`src/rtl/a2bus_stream_pkg.sv`:
```
// Shared packet layout, marker constants and filter direction encoding for the
// Apple II bus capture stream.
package a2bus_stream_pkg;

  localparam int FLAG_RW_N_BIT = 7;
  localparam int FLAG_IDX_LSB  = 4;
  localparam int FLAG_DROP_BIT = 1;
  localparam int FLAG_RST_BIT  = 0;

  localparam logic [31:0] RESET_MARKER     = 32'h0000_0001;
  localparam logic [15:0] DROP_MARKER_ADDR = 16'hFFFF;

  typedef enum logic [1:0] {
    DIR_ANY   = 2'b00,
    DIR_READ  = 2'b01,
    DIR_WRITE = 2'b10,
    DIR_NEVER = 2'b11
  } flt_dir_e;

  typedef struct packed {
    logic [15:0] addr;
    logic [7:0]  data;
    logic        rw_n;
    logic [2:0]  flt_idx;
    logic [1:0]  rsvd;
    logic        drop_mk;
    logic        rst_mk;
  } packet_t;

  function automatic logic dir_ok(input flt_dir_e dir, input logic rw_n);
    case (dir)
      DIR_ANY:   dir_ok = 1'b1;
      DIR_READ:  dir_ok = rw_n;
      DIR_WRITE: dir_ok = ~rw_n;
      default:   dir_ok = 1'b0;
    endcase
  endfunction

endpackage

```
`src/rtl/stream_fifo.sv`:
```
// Synchronous show-ahead FIFO: dout is the head entry, forced to zero when empty.
// A push while full is ignored; the writer is expected to check full itself.
module stream_fifo #(
  parameter int WIDTH = 32,
  parameter int DEPTH = 16
) (
  input  logic                     clk,
  input  logic                     rst_n,
  input  logic                     push,
  input  logic [WIDTH-1:0]         din,
  input  logic                     pop,
  input  logic                     flush,
  output logic [WIDTH-1:0]         dout,
  output logic [$clog2(DEPTH):0]   level,
  output logic                     full,
  output logic                     empty
);

  localparam int AW = $clog2(DEPTH);

  logic [WIDTH-1:0] mem [DEPTH];
  logic [AW-1:0]    wr_ptr;
  logic [AW-1:0]    rd_ptr;
  logic             do_push;
  logic             do_pop;

  assign full    = (level == (AW+1)'(DEPTH));
  assign empty   = (level == '0);
  assign do_push = push & ~full;
  assign do_pop  = pop & ~empty;
  assign dout    = empty ? '0 : mem[rd_ptr];

  always_ff @(posedge clk or negedge rst_n) begin
    if (!rst_n) begin
      wr_ptr <= '0;
      rd_ptr <= '0;
      level  <= '0;
    end else if (flush) begin
      wr_ptr <= '0;
      rd_ptr <= '0;
      level  <= '0;
    end else begin
      if (do_push) wr_ptr <= wr_ptr + 1'b1;
      if (do_pop)  rd_ptr <= rd_ptr + 1'b1;
      level <= level + {{AW{1'b0}}, do_push} - {{AW{1'b0}}, do_pop};
    end
  end

  // Storage needs no reset: dout is masked while the FIFO is empty.
  always_ff @(posedge clk) begin
    if (do_push && !flush) mem[wr_ptr] <= din;
  end

endmodule

```
`src/rtl/a2bus_capture_mux.sv`:
```
// Apple II bus capture: address/direction filtering, one-cycle capture stage,
// write arbitration between reset marker, captures and drop markers, and a FIFO.
module a2bus_capture_mux
  import a2bus_stream_pkg::*;
#(
  parameter bit ENABLE      = 1'b1,
  parameter int NUM_FILTERS = 4,
  parameter int DEPTH       = 16
) (
  input  logic                        clk_logic,
  input  logic                        system_reset_n,
  input  logic                        capture_enable,
  input  logic                        flush,
  input  logic                        clear_stats,
  input  logic [15:0]                 bus_addr,
  input  logic [7:0]                  bus_data,
  input  logic                        bus_rw_n,
  input  logic                        bus_m2sel_n,
  input  logic                        bus_strobe,
  input  logic [NUM_FILTERS-1:0]      flt_en,
  input  logic [NUM_FILTERS*16-1:0]   flt_base,
  input  logic [NUM_FILTERS*16-1:0]   flt_mask,
  input  logic [NUM_FILTERS*2-1:0]    flt_dir,
  output logic                        out_valid,
  output logic [31:0]                 out_data,
  input  logic                        out_ready,
  output logic [$clog2(DEPTH):0]      fifo_level,
  output logic [15:0]                 drop_count,
  output logic                        overflow_flag
);

  logic       hit;
  logic [2:0] hit_idx;
  logic       cap_event;
  packet_t    cap_pkt;
  packet_t    s1_pkt;
  logic       s1_valid;
  logic       rst_mark_due;
  logic [7:0] pending_drops;
  packet_t    drop_pkt;
  logic       fifo_full;
  logic       fifo_empty;
  logic       push;
  logic [31:0] push_data;
  logic       drop;
  logic       marker_push;

  // Descending scan so the lowest matching index is the last assignment.
  always_comb begin
    hit     = 1'b0;
    hit_idx = '0;
    for (int i = NUM_FILTERS - 1; i >= 0; i--) begin
      if (flt_en[i] &&
          (((bus_addr ^ flt_base[16*i +: 16]) & flt_mask[16*i +: 16]) == 16'h0) &&
          dir_ok(flt_dir_e'(flt_dir[2*i +: 2]), bus_rw_n)) begin
        hit     = 1'b1;
        hit_idx = 3'(i);
      end
    end
  end

  assign cap_event = ENABLE && capture_enable && bus_strobe && !bus_m2sel_n && hit;

  always_comb begin
    cap_pkt         = '0;
    cap_pkt.addr    = bus_addr;
    cap_pkt.data    = bus_data;
    cap_pkt.rw_n    = bus_rw_n;
    cap_pkt.flt_idx = hit_idx;
  end

  always_comb begin
    drop_pkt         = '0;
    drop_pkt.addr    = DROP_MARKER_ADDR;
    drop_pkt.data    = pending_drops;
    drop_pkt.drop_mk = 1'b1;
  end

  always_ff @(posedge clk_logic or negedge system_reset_n) begin
    if (!system_reset_n) begin
      s1_valid     <= 1'b0;
      s1_pkt       <= '0;
      rst_mark_due <= 1'b1;
    end else begin
      s1_valid     <= cap_event;
      rst_mark_due <= 1'b0;
      if (cap_event) s1_pkt <= cap_pkt;
    end
  end

  // A capture is refused while a drop marker is owed so the marker always
  // lands ahead of any data captured after the loss.
  always_comb begin
    push        = 1'b0;
    push_data   = '0;
    drop        = 1'b0;
    marker_push = 1'b0;
    if (rst_mark_due) begin
      push      = 1'b1;
      push_data = RESET_MARKER;
      drop      = s1_valid;
    end else if (s1_valid) begin
      if (fifo_full || pending_drops != 8'd0) begin
        drop = 1'b1;
      end else begin
        push      = 1'b1;
        push_data = s1_pkt;
      end
    end else if (pending_drops != 8'd0 && !fifo_full) begin
      push        = 1'b1;
      push_data   = drop_pkt;
      marker_push = 1'b1;
    end
    if (flush) begin
      push        = 1'b0;
      drop        = 1'b0;
      marker_push = 1'b0;
    end
  end

  always_ff @(posedge clk_logic or negedge system_reset_n) begin
    if (!system_reset_n) begin
      pending_drops <= '0;
    end else if (flush) begin
      pending_drops <= '0;
    end else if (drop) begin
      if (pending_drops != 8'hFF) pending_drops <= pending_drops + 8'd1;
    end else if (marker_push) begin
      pending_drops <= '0;
    end
  end

  // A drop in the same cycle as clear_stats is kept, so the count restarts at 1.
  always_ff @(posedge clk_logic or negedge system_reset_n) begin
    if (!system_reset_n) begin
      drop_count    <= '0;
      overflow_flag <= 1'b0;
    end else if (drop) begin
      overflow_flag <= 1'b1;
      if (clear_stats)                drop_count <= 16'd1;
      else if (drop_count != 16'hFFFF) drop_count <= drop_count + 16'd1;
    end else if (clear_stats) begin
      drop_count    <= '0;
      overflow_flag <= 1'b0;
    end
  end

  // Stream handshake: out_data is the FIFO head and is held while out_valid is
  // high; a transfer happens on a clock edge where out_valid & out_ready.
  assign out_valid = ~fifo_empty;

  stream_fifo #(
    .WIDTH (32),
    .DEPTH (DEPTH)
  ) u_fifo (
    .clk   (clk_logic),
    .rst_n (system_reset_n),
    .push  (push),
    .din   (push_data),
    .pop   (out_valid & out_ready),
    .flush (flush),
    .dout  (out_data),
    .level (fifo_level),
    .full  (fifo_full),
    .empty (fifo_empty)
  );

endmodule

```
`config.mk`:
```
export PLATFORM = sky130hd
export DESIGN_NAME = a2bus_capture_mux
export DESIGN_NICKNAME = d
export VERILOG_FILES = /design/src/rtl/a2bus_stream_pkg.sv /design/src/rtl/stream_fifo.sv /design/src/rtl/a2bus_capture_mux.sv
export SDC_FILE = /design/constraint.sdc
export NUM_CORES = 1
export LEC_CHECK = 0
export ABC_CLOCK_PERIOD_IN_PS = 6100
export CAP_MARGIN = 20
export CORE_ASPECT_RATIO = 0.9
export CORE_MARGIN = 2
export CORE_UTILIZATION = 60
export DETAILED_ROUTE_END_ITERATION = 8
export HOLD_SLACK_MARGIN = 0.15
export PLACE_DENSITY = 0.95
export SYNTH_ARGS = -nofsm -noshare
export SYNTH_HDL_FRONTEND = slang
export SYNTH_SLANG_ARGS = --single-unit
```
`constraint.sdc`:
```
create_clock -name clk_logic -period 6.1 [get_ports clk_logic]
set_input_delay 0.915 -clock clk_logic [delete_from_list [all_inputs] [get_ports clk_logic]]
set_output_delay 0.915 -clock clk_logic [all_outputs]
set_load 0.03 [all_outputs]
```
**Word level (Yosys, flattened, before mapping)**

Memories as Yosys holds them, arrays and structs flattened.
Cells that the tools add are included.

- Bits in registers: 68
- Memory bits (writable): 512
- Logic and storage cells: 125
- Memories: 1

- Add/sub/neg operators: 6
- Equality and inequality tests: 12
- Multiplexer cells: 46
- Bitwise gates (word level): 14
- Reductions and logical operators: 34

Memory list:

| name | depth | bits a word | read ports | clocked after memory_dff | wr ports | RTL line | RTL |
|---|---|---|---|---|---|---|---|
| u_fifo.mem | 16 | 32 | 1 | 0 | 1 | stream_fifo.sv:21 | `logic [WIDTH-1:0] mem [DEPTH];` |

Operators by type and width:

| operator | number |
|---|---|
| $mux 32 | 5 |
| $and 16x16->16 | 4 |
| $logic_not 16->1 | 4 |
| $mux 16 | 4 |
| $xor 16x16->16 | 4 |
| $mux 8 | 4 |
| $mux 1 | 20 |
| $add 16x1->16 const B | 1 |
| $mux 4 | 4 |
| $ne 16x16->1 const B | 1 |
| $logic_and 1x1->1 | 13 |
| $pmux 1 s3 | 4 |
| $mux 3 | 3 |
| $add 4x1->4 const B | 2 |
| $add 8x1->8 const B | 1 |
| $eq 2x1->1 const B | 4 |
| $eq 2x2->1 const B | 4 |
| $logic_not 2->1 | 4 |
| $ne 8x8->1 const B | 1 |
| $reduce_bool 2->1 | 4 |
| $reduce_bool 8->1 | 1 |
| $add 5x1->5 | 1 |
| $eq 5x5->1 const B | 1 |
| $logic_not 5->1 | 1 |
| 10 further kinds | 17 |

**Logic depth before layout (Yosys ltp)**

- Depth after elaboration: 11
- Depth in mapped cells: 15
- Mapped depth without buffers: 14

**Hierarchy**

Synthesis repeated with hierarchy kept, for this count alone.

- Cells, all modules: 1288
- Area, all modules: 24019.3 sq um

By module, submodules not included:

| module | times used | cells each | area an instance (sq um) | seq. area each (sq um) |
|---|---|---|---|---|
| stream_fifo | 1 | 894 | 20253.2 | 15700.1 |
| a2bus_capture_mux | 1 | 394 | 3766.1 | 1352.5 |

**Worst setup path after synthesis**

OpenSTA, ideal clock, no wires.

- Kind: register to register
- From: reg pending_drops[0]
- To: mem u_fifo.mem[4][0], enable pin
- Library setup time: 0.451 ns
- Arrival time: 3.595 ns
- Required time: 5.649 ns
- Slack: 2.053 ns
- Stages on the path, launching flop included: 10
- Path buffers: 1
- Clock period less this slack: 4.047 ns
- Path through: dfrtp_1 > inv_1 > ha_1 > nor3b_1 > and2_1 > xnor2_1 > o211a_1 > buf_2 > nand2_1 > nor3_1

- Word-level cells in the longest chain between the ends: 10
- Elaborated cells between the ends (all ways): 12
- Those cells by class: mux (7); bitwise (1); reduce/logical (4)

RTL lines:

| what | RTL line | RTL |
|---|---|---|
| start: declaration | a2bus_capture_mux.sv:39 | `logic [7:0] pending_drops;` |
| start signal: assignment | a2bus_capture_mux.sv:127 | `if (pending_drops != 8'hFF) pending_drops <= pending_drops + 8'd1;` |
| $reduce_bool 8->1 (*) | a2bus_capture_mux.sv:103, a2bus_capture_mux.sv:109 |  |
| $logic_and 1x1->1 / $logic_or 1x1->1 (equally long branches) | a2bus_capture_mux.sv:109, a2bus_capture_mux.sv:103 |  |
| $mux 1, on equally long branches | a2bus_capture_mux.sv:109, a2bus_capture_mux.sv:103 |  |
| $mux 1 (*) | a2bus_capture_mux.sv:102 | `end else if (s1_valid) begin` |
| $mux 1 (*) | a2bus_capture_mux.sv:98 | `if (rst_mark_due) begin` |
| $mux 1 (*) | a2bus_capture_mux.sv:114 | `if (flush) begin` |
| $and 1x1->1 (*) | stream_fifo.sv:29 | `assign do_push = push & ~full;` |
| $logic_and 1x1->1 (*) | stream_fifo.sv:51 | `if (do_push && !flush) mem[wr_ptr] <= din;` |
| $mux 1 (*) | stream_fifo.sv:51 |  |
| $mux 1 (not written as such) (*) | stream_fifo.sv:51 |  |
| end: declaration | stream_fifo.sv:21 |  |

Mark *: on every way between the ends. The rest lies on a longest branch, timed or not.

**Final worst setup path**

- From: reg u_fifo.rd_ptr[0]
- To: out out_data[13]

- Word-level cells in the longest chain between the ends: 2

RTL lines:

| what | RTL line | RTL |
|---|---|---|
| start: declaration | stream_fifo.sv:23 | `logic [AW-1:0] rd_ptr;` |
| start signal: assignment | stream_fifo.sv:44 | `if (do_pop) rd_ptr <= rd_ptr + 1'b1;` |
| $mem_v2 16x32 | - |  |
| $mux 32 | stream_fifo.sv:31 | `assign dout = empty ? '0 : mem[rd_ptr];` |
| end: declaration | a2bus_capture_mux.sv:25 | `output logic [31:0] out_data,` |

Every way passes these cells.

==> flow_summary.json <==
{
  "status": "completed",
  "worstPathArrival_ps": 4030,
  "vias": 12610,
  "critical_path.startpoint_type": "flop",
  "clk_path_buf_depth": 3,
  "endpoint_kind": "primary output",
  "ys_ff_latch": 531,
  "reg2reg_to": "u_fifo.mem[11][0]$_DFFE_PP_",
  "r2r-start": "pending_drops[0]$_DFFE_PN0P_",
  "worstSetupEndpoint": "out_data[13]",
  "htreeDepth": 2,
  "synth_area_per_cell_um2": 19.23,
  "setup_violations": 0,
  "portBuffers": 224,
  "grt_pass1_vias": 13440,
  "synthCells": 1162,
  "grt_max_degree": 68,
  "ys_async_sr_fraction": 0.1262,
  "final_nets": 1586,
  "first_pass_iters": 8,
  "row_count": 67,
  "switching_share": 0.2706,
  "crit_start": "u_fifo.rd_ptr[0]$_DFFE_PN0P_",
  "viasPerCell": 6.557,
  "synth-seq-area-share": 0.6985,
  "dp_hpwl_mm": 37.99,
  "finalCritPeriodShare": 0.8108,
  "cp_max_fo": 34,
  "grt_use_total": 0.3220,
  "design_area_um2": 26750,
  "power_frac_seq": 0.440,
  "min_path_type": "input pin to async pin",
  "post_cts_buffers": 0,
  "final.min_clock_period_ps": 4946,
  "finalSetupTns_ps": 0,
  "clkTransAtPathRegs_ps": 70,
  "ctsHoldBuffers": 0,
  "areaGrowthSynthToFinish_pct": 19.68,
  "pin_count": 228,
  "drtIter0Drc": 1676,
  "synth_edf_count": 464,
  "place_area_um2": 25100,
  "syn_area_um2": 22350,
  "clock_skew_ps": 15.26,
  "slew_viol_final": 0,
  "cts.repair.resized": 0,
  "insertion_delay_ps": 570,
  "wl_per_cell_um": 32.06,
  "cts_buffers": 50,
  "netSwitchingPower_mw": 2.544,
  "gp_congestion": 0.9962,
  "diodes": 0,
  "maxCapViolCount": 0,
  "drt_wl_total_mm": 61.65,
  "combPwrFrac": 0.229,
  "critical_path_class": "flop to primary output",
  "yosysUniqueCellTypes": 59,
  "die_area_um2": 38810,
  "drive_above_1_share": 0.2111,
  "die_w_um": 207.4,
  "cellLeakagePower_nw": 9.370,
  "p_per_area_nw_per_um2": 351.5,
  "r2r_setup_slack_ps": 2090,
  "slew_headroom": 0.2676,
  "yosysWarnings": 0,
  "worst_pin_slew_ps": 1099,
  "peakVddDrop_uv": 233.1,
  "drc_errors": 0,
  "antenna_left": 0,
  "fmax_mhz": 202.2,
  "antenna_found_initial": 0,
  "grt_pass1_wl_mm": 89.35,
  "start_util": 0.6046,
  "die_h_um": 187.1,
  "cts_tree": "built",
  "required_ps": 5180,
  "cts_sinks": 531,
  "core_area_um2": 36970,
  "cts-root-buf": "clkbuf_16",
  "gr-total-overflow": 0,
  "finalHoldViolCount": 0,
  "p_clk_frac": 0.331,
  "r2r_cells": 9,
  "p_int_mw": 6.858,
  "grt_setup_unrepaired": "false",
  "ys.flop_type": "edfxtp_1"
}
-- power by group through the flow --
stage / registers, mW / logic (mW) / clock network, mW
2_1_floorplan: 4.12 / 1.48 / 0
3_3_place_gp: 4.20 / 2.09 / 0
3_5_place_dp: 4.22 / 2.15 / 0
4_1_cts: 4.14 / 2.17 / 3.14
5_1_grt: 4.15 / 2.26 / 3.27
6_report: 4.14 / 2.15 / 3.11
-- cells in the final DEF (no fill, tap or decap), drive strengths merged, types with 3 or more instances in the layout --
cell type / netlist / final
o21ai: 10 / 10
inv: 25 / 27
nand4: 12 / 12
nor3: 13 / 13
ha: 14 / 14
nor2: 41 / 41
edfxtp: 464 / 464
buf: 46 / 28
a22oi: 18 / 18
a21oi: 7 / 7
and4: 3 / 3
dfrtp: 66 / 66
clkinv: 0 / 20
bufinv: 0 / 3
nand3: 11 / 11
mux2i: 6 / 6
a21o: 18 / 18
a22o: 14 / 14
nor2b: 3 / 3
xnor2: 7 / 7
mux4: 145 / 145
clkdlybuf4s50: 0 / 223
xor2: 83 / 83
and2: 44 / 44
mux2: 27 / 27
clkbuf: 24 / 69
conb: 1 / 4
nor4: 3 / 3
nand2: 27 / 27
and3: 5 / 5
-- layer usage --
| layer | track usage | up-vias | part of all wire |
|---|---|---|---|
| met1 | 0.3892 | 6397 | 0.33 |
| met5 | 0 | - | 0 |
| li1 | - | 5084 | - |
| met2 | 0.5569 | 932 | 0.52 |
| met4 | 0.1830 | 0 | 0.063 |
| met3 | 0.05104 | 197 | 0.084 |
-- kinds of logic after synthesis --
kind of cell	after synthesis	share of synthesized area
adder cells (fa/ha/maj)	15	0.008733
other	1	0.0001678
flip-flops	531	0.6985
multiplexers	178	0.1658
buffers and inverters	95	0.02161
AO/OA/AOI/OAI	80	0.02710
XOR/XNOR	90	0.03527
AND/OR/NAND/NOR	172	0.04288
-- cell type report --
class,instances,area (um^2)
multi-input cells,539,6311
clock inverters,25,219.0
well taps,483,604.3
flip-flops and latches,531,15620
fillers,2082,10220
inverters,25,93.84
repair buffers,251,2467
clock buffers,69,1434
-- registers in the layout, summed over array words and instances (netlist names) --
name           count
rst_mark_due       1
u_fifo.rd_ptr      4
drop_count        16
u_fifo.level       5
overflow_flag      1
u_fifo.wr_ptr      4
pending_drops      8
s1_pkt            27
s1_valid           1
u_fifo.mem       464
-- through the flow --
step	power, mW	setup slack, ps	hold slack [ps]	std cells	util
floorplan	5.599	2053	472.0	1165	-
finish	9.401	1154	500.3	1923	0.7236
CTS	9.453	1077	521.1	1923	0.7236
detailed placement	6.364	1728	511.0	1829	0.6789
global placement	6.290	1844	493.5	1829	0.6789
global route	9.687	953.6	537.5	1923	0.7236
-- synth_stat cells (11+ instances only) --
library cell  count  share of area
clkbuf_1         24         0.0040
nor2_1           41         0.0069
edfxtp_1        464           0.62
inv_1            25         0.0042
a22o_1           14         0.0055
xor2_1           83          0.033
a21o_1           18         0.0060
nand2_1          26         0.0044
nor3_1           12         0.0027
a22oi_1          18         0.0060
dfrtp_1          66          0.074
mux2_4           20          0.013
mux4_2          145           0.15
ha_1             14         0.0078
nand3_1          11         0.0025
and2_1           42          0.012
buf_2            27         0.0060
nand4_1          11         0.0031
-- worst max-delay path, stage by stage (launching register included) --
cell and delay, ps:
dfrtp_4 870, buf_4 600, mux4_2 630, mux4_2 550
and2_1 180, clkdlybuf4s50_1 580
-- worst min-delay path by stage --
stage / start / endpoint / slack, ps / cells past startpoint
3_5_place_dp: s1_pkt[8]$_DFFE_PN0P_ / s1_pkt[8]$_DFFE_PN0P_ / 510 / 1
4_1_cts: system_reset_n / s1_pkt[14]$_DFFE_PN0P_ / 520 / 1
3_3_place_gp: s1_pkt[31]$_DFFE_PN0P_ / s1_pkt[31]$_DFFE_PN0P_ / 490 / 1
5_1_grt: s1_pkt[31]$_DFFE_PN0P_ / s1_pkt[31]$_DFFE_PN0P_ / 540 / 1
6_report: system_reset_n / u_fifo.wr_ptr[1]$_DFFE_PN0P_ / 500 / 1
2_1_floorplan: s1_pkt[7]$_DFFE_PN0P_ / s1_pkt[7]$_DFFE_PN0P_ / 470 / 1
Power figures use the tool's default switching activity.
